File: config.mk
export PLATFORM = sky130hd
export DESIGN_NAME = row_softmax_stream
export DESIGN_NICKNAME = d
export VERILOG_FILES = /design/src/rtl/row_softmax_stream_pkg.sv /design/src/rtl/row_softmax_stream_exp.sv /design/src/rtl/row_softmax_stream.sv
export SDC_FILE = /design/constraint.sdc
export NUM_CORES = 1
export LEC_CHECK = 0
export CORE_MARGIN = 2
export CORE_UTILIZATION = 43
export CTS_BUF_LIST = sky130_fd_sc_hd__clkbuf_4 sky130_fd_sc_hd__clkbuf_8 sky130_fd_sc_hd__clkbuf_16
export DETAILED_ROUTE_END_ITERATION = 10
export HOLD_SLACK_MARGIN = 0.06
export PLACE_DENSITY_LB_ADDON = 0.15
export SLEW_MARGIN = 20
export SYNTH_ARGS = -nofsm -noshare
export SYNTH_HDL_FRONTEND = slang
export SYNTH_HIERARCHICAL = 1
export SYNTH_SLANG_ARGS = --single-unit
File: constraint.sdc
create_clock -name clk -period 10.9 [get_ports clk]
set_clock_uncertainty 0.15 [all_clocks]
set_input_delay 1.635 -clock clk [delete_from_list [all_inputs] [get_ports clk]]
set_output_delay 1.635 -clock clk [all_outputs]
set_load 0.05 [all_outputs]
File: src/rtl/row_softmax_stream_pkg.sv
// Shared definitions for the row-wise softmax engine: FSM encoding, width helpers
// and the elaboration-time generator for the exponential lookup table.
package row_softmax_stream_pkg;

    localparam logic [1:0] ST_LOAD_ENC = 2'd0;
    localparam logic [1:0] ST_EXP_ENC  = 2'd1;
    localparam logic [1:0] ST_DIV_ENC  = 2'd2;
    localparam logic [1:0] ST_OUT_ENC  = 2'd3;

    typedef enum logic [1:0] {
        ST_LOAD = ST_LOAD_ENC,
        ST_EXP  = ST_EXP_ENC,
        ST_DIV  = ST_DIV_ENC,
        ST_OUT  = ST_OUT_ENC
    } state_t;

    localparam int LUT_DEPTH = 256;
    localparam int FIX_FRAC  = 60;

    function automatic int sum_width(input int frac, input int col_max);
        return frac + 1 + $clog2(col_max);
    endfunction

    function automatic int diff_width(input int in_width);
        return in_width + 1;
    endfunction

    // round(2^frac * exp(-k/16)); exp(-1/16) comes from a Taylor series in Q.60,
    // then is raised to the k-th power with rounding at every step.
    function automatic logic [31:0] exp_lut_value(input int frac, input int k);
        logic [127:0] one_v;
        logic [127:0] term_v;
        logic [127:0] ratio_v;
        logic [127:0] acc_v;
        logic [127:0] scaled_v;
        one_v   = 128'd1 << FIX_FRAC;
        term_v  = one_v;
        ratio_v = one_v;
        for (int n = 1; n <= 20; n++) begin
            term_v = term_v / 128'(16 * n);
            if ((n % 2) == 1) begin
                ratio_v = ratio_v - term_v;
            end else begin
                ratio_v = ratio_v + term_v;
            end
        end
        acc_v = one_v;
        for (int j = 0; j < k; j++) begin
            acc_v = ((acc_v * ratio_v) + (one_v >> 1)) >> FIX_FRAC;
        end
        scaled_v = ((acc_v << frac) + (one_v >> 1)) >> FIX_FRAC;
        return scaled_v[31:0];
    endfunction

endpackage

File: src/rtl/row_softmax_stream_exp.sv
// Combinational exponential lookup: idx = quantised (max - x) in 1/16 steps,
// e = round(2^FRAC * exp(-idx/16)).
module softmax_exp_lut
    import row_softmax_stream_pkg::*;
#(
    parameter int FRAC = 8
) (
    input  logic [7:0]    idx,
    output logic [FRAC:0] e
);

    localparam int EW = FRAC + 1;

    logic [FRAC:0] lut_s [LUT_DEPTH];

    for (genvar k = 0; k < LUT_DEPTH; k++) begin : g_entry
        assign lut_s[k] = EW'(exp_lut_value(FRAC, k));
    end

    assign e = lut_s[idx];

endmodule

File: src/rtl/row_softmax_stream.sv
// Streaming row softmax: buffers one row, subtracts its max, exponentiates via LUT
// and emits exact per-element normalised probabilities over a valid/ready stream.
module row_softmax_stream
    import row_softmax_stream_pkg::*;
#(
    parameter int IN_WIDTH  = 16,
    parameter int FRAC      = 8,
    parameter int OUT_WIDTH = 16,
    parameter int COL_MAX   = 64
) (
    input  logic                 clk,
    input  logic                 rst,
    input  logic [IN_WIDTH-1:0]  in_data,
    input  logic                 in_valid,
    input  logic                 in_last,
    output logic                 in_ready,
    output logic [OUT_WIDTH-1:0] out_data,
    output logic                 out_valid,
    output logic                 out_last,
    input  logic                 out_ready,
    output logic                 busy
);

    localparam int EW    = FRAC + 1;
    localparam int SW    = sum_width(FRAC, COL_MAX);
    localparam int DW    = diff_width(IN_WIDTH);
    localparam int BW    = (IN_WIDTH > EW) ? IN_WIDTH : EW;
    localparam int AW    = $clog2(COL_MAX);
    localparam int CW    = $clog2(COL_MAX + 1);
    localparam int DCW   = $clog2(EW);
    localparam int SHIFT = FRAC - 4;

    state_t                      state_r;
    logic [BW-1:0]               row_buf_r [COL_MAX];
    logic [CW-1:0]               n_r;
    logic [CW-1:0]               len_r;
    logic [CW-1:0]               ptr_r;
    logic signed [IN_WIDTH-1:0]  max_r;
    logic [SW-1:0]               sum_r;
    logic [DCW-1:0]              div_cnt_r;
    logic [SW-1:0]               rem_r;
    logic [EW-1:0]               q_r;
    logic                        in_ready_r;
    logic                        out_valid_r;
    logic [OUT_WIDTH-1:0]        out_data_r;
    logic                        out_last_r;
    logic                        busy_r;

    logic [AW-1:0]               n_addr_s;
    logic [AW-1:0]               ptr_addr_s;
    logic signed [IN_WIDTH-1:0]  elem_s;
    logic [DW-1:0]               diff_s;
    logic [DW-1:0]               diff_sh_s;
    logic [7:0]                  lut_idx_s;
    logic [EW-1:0]               lut_e_s;
    logic [EW-1:0]               e_k_s;
    logic [SW-1:0]               rem_in_s;
    logic                        bit_in_s;
    logic [SW:0]                 trial_s;
    logic                        ge_s;
    logic [SW-1:0]               rem_next_s;
    logic                        accept_s;
    logic                        ptr_at_end_s;

    assign n_addr_s     = n_r[AW-1:0];
    assign ptr_addr_s   = ptr_r[AW-1:0];
    assign accept_s     = in_valid && in_ready_r;
    assign ptr_at_end_s = (ptr_r == (len_r - CW'(1)));

    // Distance from the row max is never negative, so the sign-extended difference
    // can be treated as unsigned and quantised to 1/16 steps.
    assign elem_s    = row_buf_r[ptr_addr_s][IN_WIDTH-1:0];
    assign diff_s    = {max_r[IN_WIDTH-1], max_r} - {elem_s[IN_WIDTH-1], elem_s};
    assign diff_sh_s = diff_s >> SHIFT;
    assign lut_idx_s = (diff_sh_s > DW'(255)) ? 8'hFF : diff_sh_s[7:0];

    softmax_exp_lut #(
        .FRAC (FRAC)
    ) u_exp_lut (
        .idx (lut_idx_s),
        .e   (lut_e_s)
    );

    assign e_k_s = row_buf_r[ptr_addr_s][EW-1:0];

    // Restoring divider step for e_k * 2^FRAC / sum; the first step seeds the
    // remainder with e_k >> 1, which is always below sum.
    always_comb begin
        rem_in_s   = rem_r;
        bit_in_s   = 1'b0;
        if (div_cnt_r == DCW'(0)) begin
            rem_in_s = SW'(e_k_s[EW-1:1]);
            bit_in_s = e_k_s[0];
        end else begin
            rem_in_s = rem_r;
            bit_in_s = 1'b0;
        end
        trial_s    = {rem_in_s, bit_in_s};
        ge_s       = (trial_s >= {1'b0, sum_r});
        rem_next_s = trial_s[SW-1:0];
        if (ge_s) begin
            rem_next_s = SW'(trial_s - {1'b0, sum_r});
        end else begin
            rem_next_s = trial_s[SW-1:0];
        end
    end

    // Row buffer: raw scores while loading, overwritten by exponentials in EXP
    always_ff @(posedge clk) begin
        if (!rst && (state_r == ST_LOAD) && accept_s) begin
            row_buf_r[n_addr_s] <= BW'(in_data);
        end else if (!rst && (state_r == ST_EXP)) begin
            row_buf_r[ptr_addr_s] <= BW'(lut_e_s);
        end
    end

    // Control FSM, max tracker, exponential accumulator, divider and output registers
    always_ff @(posedge clk) begin
        if (rst) begin
            state_r     <= ST_LOAD;
            n_r         <= '0;
            len_r       <= '0;
            ptr_r       <= '0;
            max_r       <= '0;
            sum_r       <= '0;
            div_cnt_r   <= '0;
            rem_r       <= '0;
            q_r         <= '0;
            in_ready_r  <= 1'b1;
            out_valid_r <= 1'b0;
            out_data_r  <= '0;
            out_last_r  <= 1'b0;
            busy_r      <= 1'b0;
        end else begin
            case (state_r)
                ST_LOAD: begin
                    if (accept_s) begin
                        n_r    <= n_r + CW'(1);
                        busy_r <= 1'b1;
                        if ((n_r == CW'(0)) || ($signed(in_data) > max_r)) begin
                            max_r <= in_data;
                        end
                        // A full buffer closes the row even without in_last.
                        if (in_last || (n_r == CW'(COL_MAX - 1))) begin
                            len_r      <= n_r + CW'(1);
                            ptr_r      <= '0;
                            in_ready_r <= 1'b0;
                            state_r    <= ST_EXP;
                        end
                    end
                end
                ST_EXP: begin
                    sum_r <= sum_r + SW'(lut_e_s);
                    if (ptr_at_end_s) begin
                        ptr_r     <= '0;
                        div_cnt_r <= '0;
                        state_r   <= ST_DIV;
                    end else begin
                        ptr_r <= ptr_r + CW'(1);
                    end
                end
                ST_DIV: begin
                    rem_r     <= rem_next_s;
                    q_r       <= {q_r[EW-2:0], ge_s};
                    div_cnt_r <= div_cnt_r + DCW'(1);
                    if (div_cnt_r == DCW'(FRAC)) begin
                        state_r <= ST_OUT;
                    end
                end
                ST_OUT: begin
                    if (!out_valid_r) begin
                        out_valid_r <= 1'b1;
                        out_data_r  <= OUT_WIDTH'(q_r);
                        out_last_r  <= ptr_at_end_s;
                    end else if (out_ready) begin
                        out_valid_r <= 1'b0;
                        out_last_r  <= 1'b0;
                        if (ptr_at_end_s) begin
                            n_r        <= '0;
                            max_r      <= '0;
                            sum_r      <= '0;
                            ptr_r      <= '0;
                            in_ready_r <= 1'b1;
                            busy_r     <= 1'b0;
                            state_r    <= ST_LOAD;
                        end else begin
                            ptr_r     <= ptr_r + CW'(1);
                            div_cnt_r <= '0;
                            state_r   <= ST_DIV;
                        end
                    end
                end
                default: begin
                    state_r <= ST_LOAD;
                end
            endcase
        end
    end

    assign in_ready  = in_ready_r;
    assign out_valid = out_valid_r;
    assign out_data  = out_data_r;
    assign out_last  = out_last_r;
    assign busy      = busy_r;

endmodule

Yosys cells after proc, flatten, opt, wreduce, memory -nomap -nowiden
Memory sizes are Yosys's and may differ from the RTL's. A register that Yosys moved wholly into a read port is not among the register bits.
Cells that the tools add are included.

word-level totals
  register bits = 95
  memory bits (writable) = 1,024
  ROM bits = 2,304
  input bits = 21
  output and inout bits = 20
  logic and storage cells = 135
  memories kept = 2

cells by class
  $add $sub $neg = 7
  order comparisons = 4
  equal/unequal tests = 16
  muxes and demuxes = 65
  bitwise gates (word level) = 2
  reduce and logical (&&, ||, !) cells = 25

memory list
  memory            words  width  rd ports  clocked after memory_dff  write ports  line                          text
  (name not given)  256    9      1         0                         0            row_softmax_stream_exp.sv:20  assign e = lut_s[idx];
  row_buf_r         64     16     1         1                         1            row_softmax_stream.sv:34      logic [BW-1:0] row_buf_r [COL_MAX];

operators by type and width
  operator               count
  $mux W16               6
  $mux W15               5
  $mux W7                9
  $pmux W16 S2           1
  $pmux W15 S2           1
  $pmux W7 S3            1
  $mux W1                20
  $mux W6                3
  $mux W9                2
  $reduce_and A6 Y1      3
  $sub A16 B16 Y17       1
  $ge A16 B15 Y1         1
  $gt A16 B16 Y1         1
  $mux W4                4
  $ne A2 B2 Y1 const B   8
  $reduce_or A16 Y1      1
  $add A15 B9 Y15        1
  $reduce_and A5 Y1      3
  $sub A15 B15 Y15       1
  $add A7 B1 Y7 const B  2
  $mux W2                7
  $pmux W7 S2            1
  $gt A13 B8 Y1 const B  1
  $pmux W4 S3            1
  25 further kinds       35

Longest topological paths before layout
  word-level depth = 9
  gate-level depth with buffers = 39
  mapped depth without buffers = 33

Hierarchy
Netlist, hierarchy kept.

modules (own cells, without submodules)
  module              times used  cells an instance  area each (µm²)
  row_softmax_stream  1           2,430              46,064.2
  softmax_exp_lut     1           135                934.6

Worst setup path before layout
OpenSTA, ideal clock, no wires.

  path type = register to register
  start = reg with a tool-made name
  end = mem row_buf_r[0][0] (netlist name), data pin
  library setup time = 0.702 ns
  arrival = 7.586 ns
  data required time = 10.048 ns
  path slack = 2.462 ns
  stages on the path, launching flop included = 29
  buffers on the path = 7
  clock period less this slack = 8.438 ns
  cells stage by stage = dfxtp_1 > clkbuf_1 > buf_6 > clkbuf_1 > buf_1 > clkbuf_1 > mux4_2 > mux4_2 > mux4_2 > inv_1 > ha_1 > a21o_1 > a21oi_1 > o21ai_0 > a31oi_1 > nand3_1 > o21ai_0 > xnor2_1 > nor4b_4 > nand2_1 > buf_2 > inv_1 > ha_1 > buf_2 > a211o_1 > a311o_1 > o311ai_1 > nand2_1 > o21ai_0

RTL lines
  element        line
  end, declared  row_softmax_stream.sv:34

==> impl_metrics.json <==
{
  "synth_area_leaders": "edfxtp_1 65%, mux4_2 15%, dfxtp_1 4.3%, ha_1 1.8%, nor2_1 1.2%",
  "start_util_pct": 43.2,
  "viasPerCell": 5.88,
  "maxSlewViolCount": 0,
  "core_area_sq_um": 109000,
  "grt_pass1_vias": 25100,
  "postCtsSetupBuffers": 0,
  "post-route-min-period_ns": 9.45,
  "slew_headroom_pct": 24.6,
  "cp_slowest_cell": "dfxtp_4",
  "avgSynthCellArea_sq_um": 18.3,
  "gp_congestion": 0.890,
  "ant_nets": 0,
  "ys_ff_latch": 1125,
  "yosysTopAreaCell": "edfxtp_1",
  "wirelength_microns": 122000,
  "clkTransAtPathRegs_ns": 0.06,
  "synthMuxAreaShare_pct": 16.7,
  "critPathCaptureType": "register",
  "fmax_mhz": 106,
  "synth_top_family_by_area": "multiplexers",
  "antenna_found_initial": 4,
  "synthSimpleGateAreaFrac_pct": 4.57,
  "rows": 121,
  "crit_fanout": 48,
  "p_leak_nw": 16.9,
  "cts_root_buffer": "clkbuf_16",
  "synth_fa_ha_area_share_pct": 1.92,
  "synth_top_area_share_pct": 65.4,
  "cts_tree": "built",
  "die_area_sq_um": 112000,
  "synth_compound_gate_area_share_pct": 4.11,
  "rsz0062_at_grt": "false",
  "vias": 24800,
  "fin_ws_ns": 1.45,
  "dr.pass1.iters": 5,
  "finalSetupTns_ns": 0,
  "min_path_type": "register to register",
  "cts_buffers": 115,
  "fp.dieW_microns": 335,
  "cp.required_ns": 11.36,
  "drive_gt1_share_pct": 25.3,
  "cts_hold_buf": 0,
  "clkLatencyLatePin_ns": 0.73,
  "hold_viol_final": 0,
  "status": "finished, final reports clean",
  "ys_warn_count": 6,
  "slowest_delay_ns": 0.59,
  "die_h_microns": 335,
  "htree_levels": 3,
  "io_pins": 41,
  "synth-xor-area-share_pct": 1.01,
  "drc": 0,
  "wl_per_cell_microns": 28.9,
  "min_period_over_period_pct": 86.7,
  "track_usage_pct": 21.9,
  "arrival_ns": 9.91,
  "synth.distinct_cells": 77,
  "syn_area_sq_um": 47000,
  "cts_buffer_depth": 3,
  "portBuffers": 33,
  "synth-edff-count": 1024,
  "power.total_mw": 9.85,
  "synth_ff_type": "edfxtp_1",
  "place_ws_ns": 1.45,
  "fillers": 8869,
  "cpMostUsedCell": "a21o_1",
  "start_kind": "register",
  "drt-initial-drc-count": 2518,
  "final_core_util_pct": 49.2,
  "yosysSeqAreaShare_pct": 69.7,
  "grt_pass1_wl_microns": 177000,
  "grt_max_degree": 73,
  "cts_resized": 0,
  "grt-ovfl-total": 0,
  "finalSetupViolations": 0,
  "critical_path_class": "register to register",
  "nets": 2794,
  "cts.sinks": 1125,
  "peakVddDrop_mv": 0.125,
  "async_reset_ff_share_pct": 0,
  "areaGrowthSynthToFinish_pct": 13.8,
  "maxCapViolCount": 0,
  "p_per_area_nw_per_um2": 184,
  "synth_cells": 2565,
  "hpwl_microns": 75000,
  "tightestPinTransition_ns": 1.12
}
-- stage by stage --
step	instance area [sq um]	hold slack, ns	std cells
after detailed placement	49600	0.296	3999
after global routing	53500	0.320	4213
after global placement	49600	0.291	3999
final	53500	0.302	4215
after floorplan	47000	0.282	2571
after CTS	53500	0.305	4213
-- path summary, 6_finish.rpt --
check	startpoint	to	slack (ns)	depth (start not counted)
max reg2reg	register	sum_r[12]	1.45	34
min reg2reg	q_r[8]	out_data[8]	0.30	2
min	q_r[8]	out_data[8]	0.30	2
max	register	sum_r[12]	1.45	34
-- synth_stat cells (31+ instances only) --
library cell  number
a211oi_1          31
mux4_2           321
o21ai_0           42
mux2i_1           32
inv_1             68
xnor2_1           34
dfxtp_1          101
ha_1              69
a21oi_1           65
edfxtp_1        1024
nor2_1           156
nand2_1          120
nor2b_1           39
clkbuf_1          73
-- where the power goes --
part | total, mW | switching [mW] | internal (mW)
logic | 1.03 | 0.604 | 0.430
clock network | 4.01 | 1.70 | 2.31
registers | 4.80 | 0.0303 | 4.77
-- area by class of cell --
cell class / count / area (sq um) / area share [%]
sequential: 1125 / 32800 / 61.3
tap: 1414 / 1770 / 3.31
antenna: 2 / 5.00 / 0.00935
timing repair buffer: 151 / 1300 / 2.43
inverter: 70 / 263 / 0.491
clock inverter: 76 / 797 / 1.49
clock buffer: 138 / 3090 / 5.77
multi-input combinational: 1239 / 13500 / 25.2
-- worst max-delay path: cells and delay by family (launching register included) --
kind            cells  cell delay, ns
flops               1            0.59
buf+inv             3            0.79
mux                 3            1.65
fa+ha+maj           4            1.32
simple gates        6            1.61
xor+xnor            1            0.18
compound gates     17            3.02
-- registers in the layout (all words and copies together), names as in the netlist, named ones only --
signal     cells
len_r          7
out_valid      1
sum_r         15
max_r         16
state_r        2
busy           1
ptr_r          7
q_r            9
rem_r         15
out_data       9
in_ready       1
div_cnt_r      4
n_r            7
out_last       1
row_buf_r   1024
-- metal layers --
layer	vias up	global-route usage [%]	part of all wire (%)
li1	10600	-	-
met1	13200	31.3	44
met2	774	35.7	48
met3	157	3.08	6.1
met4	0	5.68	2.1
met5	-	0	0
-- logic make-up after synthesis --
family | count (synthesis)
adder cells (fa/ha/maj) | 71
multiplexers | 377
flip-flops | 1125
AO/OA/AOI/OAI | 278
buffers and inverters | 207
other | 1
XOR/XNOR | 54
AND/OR/NAND/NOR | 452
-- layout by cell type (no fill, tap or decap), types with 20 or more instances in the layout --
master	Yosys	final
clkdlybuf4s50_1	0	32
edfxtp_1	1024	1024
clkbuf_16	0	116
buf_4	16	111
inv_1	68	68
nor2b_1	39	31
mux4_2	321	321
a21o_1	20	20
nand3_1	30	30
xnor2_1	34	34
dfxtp_1	101	97
clkinv_2	0	20
xor2_1	20	20
mux2i_1	32	32
nand2_1	120	120
a211oi_1	31	31
ha_1	69	69
nand2b_1	26	26
nor2_1	156	136
o21ai_0	42	41
a21oi_1	65	65
(Power assumes the default switching activity.)
